## config.mk

```make
export PLATFORM = sky130hd
export DESIGN_NAME = note_display_sequencer
export DESIGN_NICKNAME = d
export VERILOG_FILES = /design/src/rtl/note_display_sequencer.sv
export SDC_FILE = /design/constraint.sdc
export NUM_CORES = 1
export LEC_CHECK = 0
export BUFFER_PORTS_ARGS = -buffer_cell sky130_fd_sc_hd__buf_4
export CAP_MARGIN = 20
export CORE_MARGIN = 2
export CORE_UTILIZATION = 58
export DETAILED_ROUTE_END_ITERATION = 10
export GPL_ROUTABILITY_DRIVEN = 0
export PLACE_DENSITY = 0.84
export SYNTH_ARGS = -nofsm -noshare
export SYNTH_HDL_FRONTEND = slang
export SYNTH_SLANG_ARGS = --single-unit
export TNS_END_PERCENT = 1
```

## constraint.sdc

```tcl
create_clock -name clk_100MHz -period 4 [get_ports clk_100MHz]
set_input_delay 0.6 -clock clk_100MHz [delete_from_list [all_inputs] [get_ports clk_100MHz]]
set_output_delay 0.6 -clock clk_100MHz [all_outputs]
set_load 0.005 [all_outputs]
```

## src/rtl/note_display_sequencer.sv

```systemverilog
//==============================================================================
// Module      : note_display_sequencer
// Description : Decodes PS/2 scan codes into a note FIFO and presents one note
//               at a time to the VGA renderer, updating only on frame_start.
//               Optional macro NOTE_SEQ_REPEAT_FILTER_EN suppresses typematic
//               repeats of the currently held note key.
// Revision    : 1.0 - initial release
//==============================================================================
`default_nettype none

module note_display_sequencer #(
    parameter int FIFO_DEPTH  = 4,
    parameter int HOLD_FRAMES = 30
) (
    input  logic                          clk_100MHz,
    input  logic                          reset,
    input  logic [7:0]                    rx_byte,
    input  logic                          rx_valid,
    input  logic                          frame_start,
    output logic [7:0]                    scan,
    output logic [7:0]                    prevscan,
    output logic                          note_active,
    output logic [$clog2(FIFO_DEPTH):0]   queue_count,
    output logic                          overflow
);

    localparam int PTR_W = $clog2(FIFO_DEPTH);
    localparam int CNT_W = PTR_W + 1;

    localparam logic [7:0]       PFX_BREAK  = 8'hF0;
    localparam logic [7:0]       PFX_EXT    = 8'hE0;
    localparam logic [7:0]       KEY_SHIFT  = 8'h12;
    localparam logic [7:0]       KEY_ESC    = 8'h76;
    localparam logic [7:0]       SCAN_BLANK = 8'h76;
    localparam logic [7:0]       OCT_UPPER  = 8'h12;
    localparam logic [7:0]       OCT_LOWER  = 8'h00;
    localparam logic [CNT_W-1:0] DEPTH_C    = CNT_W'(FIFO_DEPTH);
    localparam logic [7:0]       HOLD_C     = 8'(HOLD_FRAMES);

    typedef enum logic [1:0] {
        IDLE    = 2'd0,
        BRK     = 2'd1,
        EXT     = 2'd2,
        EXT_BRK = 2'd3
    } dec_state_t;

    dec_state_t       dec_state;
    dec_state_t       dec_next;

    logic             shift_flag;
    logic             is_note;
    logic             make_note;
    logic             flush;
    logic             set_shift;
    logic             clr_shift;
    logic             push_req;

    logic [8:0]       mem [FIFO_DEPTH];
    logic [PTR_W-1:0] wr_ptr;
    logic [PTR_W-1:0] rd_ptr;
    logic [CNT_W-1:0] count;
    logic             fifo_empty;
    logic             fifo_full;
    logic             pop;
    logic             push_ok;
    logic             drop;
    logic [8:0]       head;

    logic [7:0]       hold_cnt;
    logic             hold_done;
    logic             blank_pending;

    always_comb begin
        is_note = 1'b0;
        case (rx_byte)
            8'h23, 8'h2D, 8'h3A, 8'h2B, 8'h1B, 8'h4B, 8'h21: is_note = 1'b1;
            default:                                         is_note = 1'b0;
        endcase
    end

    // Decoder: state register
    always_ff @(posedge clk_100MHz or posedge reset) begin
        if (reset) begin
            dec_state <= IDLE;
        end else begin
            dec_state <= dec_next;
        end
    end

    // Decoder: next state and per-byte actions
    always_comb begin
        dec_next  = dec_state;
        make_note = 1'b0;
        flush     = 1'b0;
        set_shift = 1'b0;
        clr_shift = 1'b0;
        if (rx_valid) begin
            case (dec_state)
                IDLE: begin
                    if (rx_byte == PFX_BREAK) begin
                        dec_next = BRK;
                    end else if (rx_byte == PFX_EXT) begin
                        dec_next = EXT;
                    end else if (rx_byte == KEY_SHIFT) begin
                        set_shift = 1'b1;
                    end else if (rx_byte == KEY_ESC) begin
                        flush = 1'b1;
                    end else if (is_note) begin
                        make_note = 1'b1;
                    end
                end
                BRK: begin
                    dec_next  = IDLE;
                    clr_shift = (rx_byte == KEY_SHIFT);
                end
                EXT: begin
                    dec_next = (rx_byte == PFX_BREAK) ? EXT_BRK : IDLE;
                end
                EXT_BRK: begin
                    dec_next = IDLE;
                end
                default: begin
                    dec_next = IDLE;
                end
            endcase
        end
    end

    always_ff @(posedge clk_100MHz or posedge reset) begin
        if (reset) begin
            shift_flag <= 1'b0;
        end else if (set_shift) begin
            shift_flag <= 1'b1;
        end else if (clr_shift) begin
            shift_flag <= 1'b0;
        end
    end

`ifdef NOTE_SEQ_REPEAT_FILTER_EN
    logic [7:0] held_key;
    logic       held_valid;
    logic       repeat_hit;
    logic       held_release;

    assign repeat_hit   = held_valid && (held_key == rx_byte);
    assign held_release = rx_valid && (dec_state == BRK) && repeat_hit;

    // The held key tracks the latest note make even if its push is dropped.
    always_ff @(posedge clk_100MHz or posedge reset) begin
        if (reset) begin
            held_key   <= 8'h00;
            held_valid <= 1'b0;
        end else if (flush || held_release) begin
            held_valid <= 1'b0;
        end else if (make_note) begin
            held_key   <= rx_byte;
            held_valid <= 1'b1;
        end
    end

    assign push_req = make_note && !repeat_hit;
`else
    assign push_req = make_note;
`endif

    assign fifo_empty = (count == '0);
    assign fifo_full  = (count == DEPTH_C);
    assign hold_done  = (hold_cnt <= 8'd1);
    assign head       = mem[rd_ptr];

    // Pop decisions use the pre-push occupancy; a flush suppresses the pop.
    assign pop     = frame_start && !blank_pending && !flush && hold_done && !fifo_empty;
    assign push_ok = push_req && (!fifo_full || pop);
    assign drop    = push_req && fifo_full && !pop;

    always_ff @(posedge clk_100MHz) begin
        if (push_ok) begin
            mem[wr_ptr] <= {shift_flag, rx_byte};
        end
    end

    always_ff @(posedge clk_100MHz or posedge reset) begin
        if (reset) begin
            wr_ptr   <= '0;
            rd_ptr   <= '0;
            count    <= '0;
            overflow <= 1'b0;
        end else if (flush) begin
            wr_ptr <= '0;
            rd_ptr <= '0;
            count  <= '0;
        end else begin
            if (push_ok) begin
                wr_ptr <= wr_ptr + PTR_W'(1);
            end
            if (pop) begin
                rd_ptr <= rd_ptr + PTR_W'(1);
            end
            count <= count + CNT_W'(push_ok) - CNT_W'(pop);
            if (drop) begin
                overflow <= 1'b1;
            end
        end
    end

    assign queue_count = count;

    // Frame scheduler: outputs move only on frame_start.
    always_ff @(posedge clk_100MHz or posedge reset) begin
        if (reset) begin
            scan          <= SCAN_BLANK;
            prevscan      <= OCT_LOWER;
            note_active   <= 1'b0;
            hold_cnt      <= 8'd0;
            blank_pending <= 1'b0;
        end else if (frame_start) begin
            if (blank_pending || flush) begin
                scan          <= SCAN_BLANK;
                prevscan      <= OCT_LOWER;
                note_active   <= 1'b0;
                blank_pending <= 1'b0;
                if (flush) begin
                    hold_cnt <= 8'd0;
                end
            end else if (!hold_done) begin
                hold_cnt <= hold_cnt - 8'd1;
            end else if (!fifo_empty) begin
                scan        <= head[7:0];
                prevscan    <= head[8] ? OCT_UPPER : OCT_LOWER;
                note_active <= 1'b1;
                hold_cnt    <= HOLD_C;
            end else begin
                hold_cnt <= 8'd0;
                if (note_active) begin
                    scan        <= SCAN_BLANK;
                    prevscan    <= OCT_LOWER;
                    note_active <= 1'b0;
                end
            end
        end else if (flush) begin
            hold_cnt      <= 8'd0;
            blank_pending <= 1'b1;
        end
    end

endmodule

`default_nettype wire
```

# Word level (Yosys, flattened, before mapping)
# Memory sizes are Yosys's and may differ from the RTL's.
# Cells that the tools add are included.
dict set report totals {
  regBits 37
  mem_bits_rw 36
  input_bits 12
  out_inout_bits 21
  wordCells 119
  memories 1
}
dict set report classes {
  n_addsub 5
  n_lt_le_gt_ge 1
  n_eq_ne 18
  n_mux 54
  bitwise_logic 1
  reduce_logical 28
}
# memory words width read_ports rd_ports_with_merged_regs wr line_no
set mem_list {}
lappend mem_list {mem 4 9 1 0 1 58} ;# logic [8:0] mem [FIFO_DEPTH];
# op n
set op_table {}
lappend op_table {{8-bit 2-to-1 mux} 12}
lappend op_table {{8-bit by 6-bit == test with 1-bit output, second input constant} 5}
lappend op_table {{1-bit 2-to-1 mux} 31}
lappend op_table {{8-bit by 5-bit == test with 1-bit output, second input constant} 2}
lappend op_table {{8-bit by 7-bit == test with 1-bit output, second input constant} 2}
lappend op_table {{8-bit == test, second input constant} 2}
lappend op_table {{2-bit 2-to-1 mux} 7}
lappend op_table {{5-bit 2-to-1 mux} 2}
lappend op_table {{2-bit nonzero test} 5}
lappend op_table {{8-bit by 1-bit less-or-equal comparator with 1-bit output, second input constant} 1}
lappend op_table {{2-bit AND reduction} 4}
lappend op_table {{8-bit by 1-bit subtractor with 8-bit output, second input constant} 1}
lappend op_table {{1-bit logical AND} 7}
lappend op_table {{7-bit OR reduction} 1}
lappend op_table {{2-bit case mux with 3 select lines} 1}
lappend op_table {{1-bit logical NOT} 5}
lappend op_table {{2-bit by 1-bit adder with 2-bit output, second input constant} 2}
lappend op_table {{2-bit == test, second input constant} 2}
lappend op_table {{3-bit by 1-bit adder with 3-bit output} 1}
lappend op_table {{3-bit == test, second input constant} 1}
lappend op_table {{3-bit logical NOT} 1}
lappend op_table {{3-bit 2-to-1 mux} 1}
lappend op_table {{3-bit by 2-bit inequality test with 1-bit output, second input constant} 1}
lappend op_table {{3-bit inequality test, second input constant} 1}
lappend op_table {{8 further kinds} 9}

# Longest topological paths before layout
# Gate-level depths: netlist (run 1).
dict set report logic_depth {
  word_depth 16
  ltp_mapped 15
  mapped_depth_nobuf 15
}

# Worst setup path before layout (run 1)
# No wires, ideal clock.
dict set report synth_path {
  path_kind {register -> register}
  from {register hold_cnt[7]}
  to {register count[2], in the netlist queue_count[2]}
  setup_time_ps 131
  arrival_ps 2886
  required_ps 3869
  path_slack_ps 982
  stages_incl_launch_ff 14
  path_buffers 0
  synth_period_minus_slack_ps 3018
  path_cell_list {dfrtp_1 > or4_4 > nor3_4 > a31oi_2 > nor3_4 > inv_1 > ha_1 > inv_1 > ha_1 > inv_1 > fa_1 > xor2_1 > xnor2_1 > nor2_1}
}
dict set report synth_via {
  elab_chain_len 8
}
# item line_no
set synth_rtl {}
lappend synth_rtl {{from (decl)} 69} ;# logic [7:0] hold_cnt;
lappend synth_rtl {{from (signal assigned)} 226} ;# hold_cnt <= hold_cnt - 8'd1;
lappend synth_rtl {{8-bit by 1-bit less-or-equal comparator with 1-bit output *} 168} ;# assign hold_done = (hold_cnt <= 8'd1);
lappend synth_rtl {{1-bit logical AND * (2 in series)} 172} ;# assign pop = frame_start && !blank_pending && !flush && hold_done && !fifo_empty;
lappend synth_rtl {{1-bit logical OR} 173} ;# assign push_ok = push_req && (!fifo_full || pop);
lappend synth_rtl {{1-bit logical AND} 173}
lappend synth_rtl {{3-bit by 1-bit adder with 3-bit output} 199} ;# count <= count + CNT_W'(push_ok) - CNT_W'(pop);
lappend synth_rtl {{3-bit by 1-bit subtractor with 3-bit output *} 199}
lappend synth_rtl {{3-bit 2-to-1 mux *} 188} ;# end else if (flush) begin
lappend synth_rtl {{to (signal assigned)} 199}
lappend synth_rtl {{to (decl)} 61} ;# logic [CNT_W-1:0] count;
# Every way passes the cells marked *; elsewhere a longest branch is shown, timed or not.
# A chain may end at the register's enable or synchronous reset.

# Final worst setup path (run 1)
dict set report layout_path {
  from {register dec_state[0]}
  to {register count[2], in the netlist queue_count[2]}
}
dict set report layout_via {
  elab_chain_len 12
  elab_cells_between_ends 14
  cone_classes {add/sub (2); mux (5); reduce/logical (7)}
}
# item line_no
set layout_rtl {}
lappend layout_rtl {{from (decl)} 47} ;# dec_state_t dec_state;
lappend layout_rtl {{from (signal assigned)} 86} ;# dec_state <= dec_next;
lappend layout_rtl {{2-bit logical NOT *} 98} ;# case (dec_state)
lappend layout_rtl {{1-bit 2-to-1 mux} 98}
lappend layout_rtl {{1-bit 2-to-1 mux} 97} ;# if (rx_valid) begin
lappend layout_rtl {{1-bit logical NOT} 172}
lappend layout_rtl {{1-bit logical AND (3 in series)} 172}
lappend layout_rtl {{1-bit logical OR} 173}
lappend layout_rtl {{1-bit logical AND} 173}
lappend layout_rtl {{3-bit by 1-bit adder with 3-bit output} 199}
lappend layout_rtl {{3-bit by 1-bit subtractor with 3-bit output} 199}
lappend layout_rtl {{3-bit 2-to-1 mux *} 188}
# Marks and branches as above.

==> impl_results.md, run 1 <==
- Cell variety after synth: 54
- Core ar.: 0.00514 sq mm
- DR vias: 2,030
- Initial Util: 0.601
- Initial antenna violation count: 0
- Fmax: 300 MHz
- Top_reg_cell synth: edfxtp_1
- YS warnings: 0
- Crit Path Class: reg -> reg
- Post-Synth Simple-Gate Area: 0.152
- Fin crit share: 0.834
- Mux cell area share after synthesis: 0.0822
- Clk root buf: clkbuf_8
- Finished Layout Cells: 344
- CP Max Fanout: 9
- Setup_tns: 0 ps
- Drt wl/cell: 17.0 um
- Cell Pwr Density: 615 mW/mm^2
- Nets@finish: 290
- Die area: 0.00593 sq mm
- Final wirelength: 5.85 mm
- Die width: 77.0 um
- CTS Buf Count: 9
- Synth async-reset ratio: 0.455
- # clock sinks: 66
- Crit. End Element: flop
- I/O Pins: 33
- Relative slew slack: 0.355
- CTS hold repair buffers: 0
- DIE HEIGHT: 77.0 um
- First-pass GRT wire length: 9.82 mm
- Max_cap viols: 0
- Compound-cell area share of the yosys netlist: 0.0842
- Port Buf Inserts: 26
- Combinational family with the most area after synthesis: simple AND/OR/NAND/NOR gates
- Routed vias/inst: 5.90
- Area leader, netlist: edfxtp_1
- Ant. Diodes: 0
- Count of final setup violators: 0
- Setup Fix Bufs, Post-CTS: 0
- Gr usage total: 0.217
- PostCTS Resize Cnt: 0
- Data required, critical path: 4210 ps
- RSZ-0062 raised after global routing: false
- Synth area leaders: edfxtp_1 (35%), dfrtp_1 (20%), mux4_2 (6.6%)
- Final ANT Viol Nets: 0
- EDFF count, synth: 36
- CP arrival: 3550 ps
- Most common cell in the netlist: edfxtp_1
- Share of cells above drive strength 1: 0.252
- HPWL Detailed: 3.88 mm
- Maximum vdd drop: 285 uV
- Worst min-delay path class: in -> async
- Post-synth top cells: edfxtp_1 (36), dfrtp_1 (25), nor2_1 (21)
- Register area share after synthesis: 0.595
- Synth Cell Area: 0.00309 sq mm
- Filler cells: 382
- Status: finished, final reports clean
- Grt total ovfl: 0
- Clock latency on the worst-skew pair: 340 ps
- H-tree lvl count: 3
- Pin count of the biggest net entering global routing: 19
- Clock Path Buffers: 2
- Startpoint Class: flop
- DRT iter0 DRCs: 145
- Syn-to-layout area delta: 14.3%
- Max-slew violations: 0
- Synth Area per Inst: 13.1 sq um
- Leak Pwr: 1.41 nW
- Synth Area in Adders: 0.0389
- Yosys reg bits: 66
- Clock transition at path regs: 70 ps
- Rows: 26
- Worst Clk Skew: 5.78 ps
- Vias in the first global route: 1,951
- Least-Margin Pin Slew: 961 ps
- Period minus WS final: 3340 ps
- Post-synthesis xor/xnor area fraction: 0.00850
- 1st-pass router iterations: 4
- Final hold viol count: 0
- CTS tree: yes
- Area share of the largest cell type after synthesis: 0.350
- Placed insts: 328
- Mapped Cells: 236
- Drc violations: 0
-- flip-flops by register name, indices dropped and copies added, names as in the netlist --
signal	cells
shift_flag	1
mem	36
queue_count	3
prevscan	1
rd_ptr	2
hold_cnt	8
dec_state	2
blank_pending	1
note_active	1
scan	8
overflow	1
wr_ptr	2
-- power by group --
part | switching, mW | leakage [nW] | internal [mW]
Clock | 0.265 | 0.0970 | 0.286
Combinational | 0.302 | 0.618 | 0.324
Sequential | 0.139 | 0.698 | 0.856
Total | 0.706 | 1.41 | 1.47
-- area by class of cell --
type,instances,area (sq um),share of cell area
clock buffers,9,124,0.0351
well taps,70,87.6,0.0248
repair buffers,29,218,0.0616
flip-flops and latches,66,1840,0.520
multi-input cells,151,1150,0.326
inverters,12,45.0,0.0127
clock inverters,7,68.8,0.0195
-- per-stage QoR --
stage / worst slack [ps] / cell area (sq um) / hold slack, ps / utilization / power (mW)
3_3_place_gp: 672 / 3340 / 450 / 0.650 / 1.61
6_report: 665 / 3530 / 296 / 0.687 / 2.17
3_5_place_dp: 480 / 3340 / 448 / 0.650 / 1.64
5_1_grt: 471 / 3530 / 349 / 0.687 / 2.31
4_1_cts: 660 / 3530 / 308 / 0.687 / 2.18
2_1_floorplan: 982 / 3110 / 451 / - / 1.41
-- metal layers --
layer,up-vias,global-route usage,part of all wire,wire [um]
li1,931,-,-,-
met1,1010,0.297,0.44,2600
met2,79,0.327,0.48,2800
met3,10,0.0682,0.063,370
met4,0,0.0893,0.013,77
met5,-,0,0,0
-- critical path, stage by stage (launching register included) --
cell,delay (ps)
dfrtp_1,400
nor3b_1,440
nand3_1,450
nand4_1,400
clkinv_1,230
ha_1,330
inv_1,50
ha_1,130
inv_1,50
fa_1,370
xor2_1,170
xnor2_1,130
nor2_1,50
-- kinds of logic (layout without fill, tap and decap cells) --
family / after synthesis / in the layout
DFF: 66 / 66
xor gates and xnor gates: 3 / 3
muxes: 14 / 14
buffers and inverters: 24 / 57
and+or+nand+nor: 84 / 84
adders and majority gates: 9 / 9
AOI/OAI and AO/OA: 35 / 35
other: 1 / 6
-- placed cells by master, fill, tap and decap left out, drive strengths merged, types with 4 or more instances in the layout --
cell type,n
nor3,7
o21ai,15
conb,6
edfxtp,36
buf,29
mux2i,4
inv,12
dfrtp,25
and2,6
mux4,9
dfstp,5
nor3b,4
nand3,9
clkinv,5
nand2,18
clkbuf,9
ha,8
nor2,21
-- worst paths after layout --
kind | from | end | slack [ps] | depth (start not counted)
setup / recovery | dec_state[0]$_DFFE_PP0P_ | queue_count[2]$_DFF_PP0_ | 660 | 12
hold / removal | reset | hold_cnt[0]$_DFF_PP0_ | 300 | 2
setup reg to reg | dec_state[0]$_DFFE_PP0P_ | queue_count[2]$_DFF_PP0_ | 660 | 12
hold reg to reg | overflow$_DFFE_PP0P_ | overflow$_DFFE_PP0P_ | 470 | 1
max in group asynchronous | reset | scan[2]$_DFFE_PP1P_ | 3000 | 3
min in group clk_100MHz | frame_start | blank_pending$_DFFE_PP0P_ | 450 | 2
Power figures use the tool's default switching activity.
==> run 2: changes to the inputs <==
- ABC_AREA: not set -> 1
- CORE_UTILIZATION: 58 -> 53
- PLACE_DENSITY: 0.84 -> 0.81
- clock period: 4 -> 3 ns (I/O delays scaled with it)
==> impl_results.md, run 2 <==
- Clock latency on the worst-skew pair: 350 ps (about the same)
- Synth async-reset ratio: 0.455 (unchanged)
- CTS tree: yes
- Initial antenna violation count: 0 (unchanged)
- R2r endpoint: queue_count[2]$_DFF_PP0_
- Cell variety after synth: 34 (-37%)
- Routed vias/inst: 5.23 (-11%)
- Worst r2r path cells: 16 (+4)
- Post-Synth Simple-Gate Area: 0.229 (+0.0771)
- CTS Buf Count: 9 (unchanged)
- Nets@finish: 417 (+44%)
- # clock sinks: 66 (unchanged)
- Synth Area per Inst: 9.34 sq um (-29%)
- DIE HEIGHT: 83.1 um (+7.9%)
- CP top delay family: adder cells
- Cells along the critical path: inv_1 > ha_2 > nor2_1 > nor2_1 > nand2_2 > nor2_4 > nand3_4 > nand2_4 > nand3_2 > ha_1 > inv_1 > ha_1 > inv_1 > fa_1 > xor2_1 > nor2_1
- Gr usage total: 0.205 (-0.0129)
- Combinational family with the most area after synthesis: simple AND/OR/NAND/NOR gates
- Largest register FFs: 36 (unchanged)
- Compound-cell area share of the yosys netlist: 0.0935 (+0.00934)
- Grt total ovfl: 0 (unchanged)
- Crit. End Element: flop
- Fin crit share: 0.896 (+0.0626)
- Top Registers: mem: 36 flops, hold_cnt: 8 flops, scan: 8 flops
- First-pass GRT wire length: 11.2 mm (+14%)
- CTS hold repair buffers: 0 (unchanged)
- Fmax: 372 MHz (+24%)
- Pin count of the biggest net entering global routing: 27 (+8)
- Die width: 83.1 um (+7.9%)
- DR vias: 2,489 (+23%)
- Synth Area in Adders: 0.0362 (-0.00265)
- Final ANT Viol Nets: 0 (unchanged)
- Vias in the first global route: 2,367 (+21%)
- 1st-pass router iterations: 4 (unchanged)
- Register area share after synthesis: 0.554 (-0.0406)
- Final hold viol count: 0 (unchanged)
- Clk root buf: clkbuf_8
- Post-synth top cells: nand2_1 (66), nor2_1 (63), edfxtp_1 (36)
- I/O Pins: 33 (unchanged)
- Ant. Diodes: 0 (unchanged)
- Leak Pwr: 1.75 nW (+24%)
- Max_cap viols: 0 (unchanged)
- H-tree lvl count: 3 (unchanged)
- Least-Margin Pin Slew: 616 ps (-345 ps)
- Relative slew slack: 0.589 (+0.234)
- RSZ-0062 raised after global routing: false
- Maximum vdd drop: 424 uV (+49%)
- Status: finished, final reports clean
- Share of cells above drive strength 1: 0.224 (-0.0274)
- Filler cells: 460 (+20%)
- R2R Path Start: hold_cnt[0]$_DFF_PP0_
- Most common cell in the netlist: nand2_1
- Area share of the largest cell type after synthesis: 0.326 (-0.0239)
- Sw frac: 0.375 (+0.0499)
- Clock transition at path regs: 80 ps (about the same)
- Count of final setup violators: 0 (unchanged)
- Yosys reg bits: 66 (unchanged)
- DRT iter0 DRCs: 180 (+24%)
- R2R Setup Slk: 310 ps (-350 ps)
- Drc violations: 0 (unchanged)
- Post-route cell area: 0.00387 sq mm (+9.6%)
- Syn-to-layout area delta: 16.7%
- Top_reg_cell synth: edfxtp_1
- Die area: 0.00691 sq mm (+17%)
- Mux cell area share after synthesis: 0 (-0.0822)
- Data required, critical path: 3230 ps (-980 ps)
- CP Max Fanout: 6 (-3)
- Slowest-stage cell, CP: dfrtp_1
- Levels on crit path: 16 (+4)
- Multi-input gate area: 0.00128 sq mm (+11%)
- Internal Power: 2.06 mW (+40%)
- Crit Path Class: reg -> reg
- Clock Power Share: 0.236 (-0.018)
- Initial Util: 0.554 (-0.0476)
- Area leader, netlist: edfxtp_1
- Crit path buffers/inverters: 3 (unchanged)
- Worst Clk Skew: 8.79 ps (+3.01 ps)
- Clock Path Buffers: 2 (unchanged)
- Post-synthesis xor/xnor area fraction: 0.0158 (+0.00734)
- Most frequent cells in the layout: nand2_1 (66), nor2_1 (63), buf_4 (37)
- Setup_tns: 0 ps (unchanged)
- FF/Latch Area: 0.00184 sq mm (unchanged)
- Core ar.: 0.00599 sq mm (+17%)
- EDFF count, synth: 36 (unchanged)
- Final wirelength: 6.46 mm (+10%)
- Synth area leaders: edfxtp_1 (33%), dfrtp_1 (19%), nand2_1 (7.5%)
- Sequential share of power: 0.410 (-0.048)
- Worst min-delay path class: in -> async
- CP arrival: 2920 ps (-630 ps)
- Port Buf Inserts: 26 (unchanged)
- Max-slew violations: 0 (unchanged)
- Psw: 1.23 mW (+75%)
- YS warnings: 0 (unchanged)
- Drt wl/cell: 13.6 um (-20%)
- Combinational power share: 0.353 (+0.065)
- Cell Pwr Density: 850 mW/mm^2 (+38%)
- Commonest non-fill, non-tap cell in the layout: nand2_1
- Period minus WS final: 2690 ps (-646 ps)
- Post-DP Area: 0.00358 sq mm (+7.2%)
- Synth Cell Area: 0.00332 sq mm (+7.3%)
- Mapped Cells: 355 (+50%)
- HPWL Detailed: 4.47 mm (+15%)
- Rows: 28 (+7.7%)
- Worst path max stage delay: 410 ps (-40 ps)
- Startpoint Class: flop
- Biggest register: mem
==> run 2: cell types whose count changed after synthesis, moves of 6 or more <==
cell,before,now
and2_1,6,0
inv_1,11,34
inv_2,0,6
mux4_2,9,0
nand2_1,18,66
nand3_1,9,20
nor2_1,21,63
o21ai_0,15,23
o21ai_2,0,10
o22ai_1,0,10
==> run 2: worst max path at each step <==
stage | start | endpoint | slack, ps
6_report | hold_cnt[0]$_DFF_PP0_ | queue_count[2]$_DFF_PP0_ | 310
5_1_grt | hold_cnt[1]$_DFF_PP0_ | queue_count[2]$_DFF_PP0_ | 6
4_1_cts | hold_cnt[0]$_DFF_PP0_ | queue_count[2]$_DFF_PP0_ | 150
3_5_place_dp | hold_cnt[0]$_DFF_PP0_ | queue_count[2]$_DFF_PP0_ | 190
3_3_place_gp | hold_cnt[0]$_DFF_PP0_ | queue_count[2]$_DFF_PP0_ | 320
2_1_floorplan | hold_cnt[0]$_DFF_PP0_ | queue_count[2]$_DFF_PP0_ | 420
==> run 2: power by group through the flow <==
stage          logic (mW)  clock network (mW)  registers, mW
4_1_cts              1.13               0.787           1.35
3_5_place_dp         1.11                   0           1.36
2_1_floorplan       0.830                   0           1.30
6_report             1.16               0.777           1.35
5_1_grt              1.34               0.830           1.38
3_3_place_gp         1.07                   0           1.36
==> run 2: worst reg2reg max path, delay by kind of cell (launching register included) <==
family	cells	cell delay, ps
AND/OR/NAND/NOR	8	810
adder cells (fa/ha/maj)	4	1010
XOR/XNOR	1	160
flip-flops	1	410
buffers and inverters	3	200
==> run 2: repair_timing <==
action | CTS | global route
setup endpoints to repair | 0 | 2
hold endpoints to repair | 0 | 0
gates resized for setup | 0 | 3
setup buffers | 0 | 6
==> run 2: cell families after synthesis <==
family                     count (synthesis)
DFF                                       66
and+or+nand+nor                          170
other                                      1
xor gates and xnor gates                   6
buffers and inverters                     53
adders and majority gates                  9
AOI/OAI and AO/OA                         50
==> run 2: final cells by class <==
class                      instances  share of cell area
tap                               75              0.0242
sequential                        66               0.475
clock inverter                     7              0.0213
inverter                          40              0.0388
clock buffer                       9              0.0320
multi-input combinational        241               0.330
timing repair buffer              38              0.0789
==> run 2: stage by stage <==
stage | setup WS (ps) | utilization | hold WS, ps | total power [mW] | instances
6_report | 311 | 0.646 | 25.8 | 3.29 | 476
3_3_place_gp | 315 | 0.598 | 470 | 2.43 | 453
2_1_floorplan | 424 | - | 465 | 2.13 | 360
4_1_cts | 152 | 0.632 | 291 | 3.26 | 469
3_5_place_dp | 190 | 0.598 | 475 | 2.48 | 453
5_1_grt | 6.19 | 0.646 | 24.4 | 3.55 | 476
==> run 2: routing by layer <==
| layer | global-route usage | vias to the layer above | wire length (um) |
|---|---|---|---|
| met2 | 0.323 | 85 | 3180 |
| met3 | 0.0577 | 8 | 402 |
| met1 | 0.268 | 1160 | 2800 |
| met4 | 0.0820 | 0 | 74 |
| met5 | 0 | - | 0 |
| li1 | - | 1236 | - |
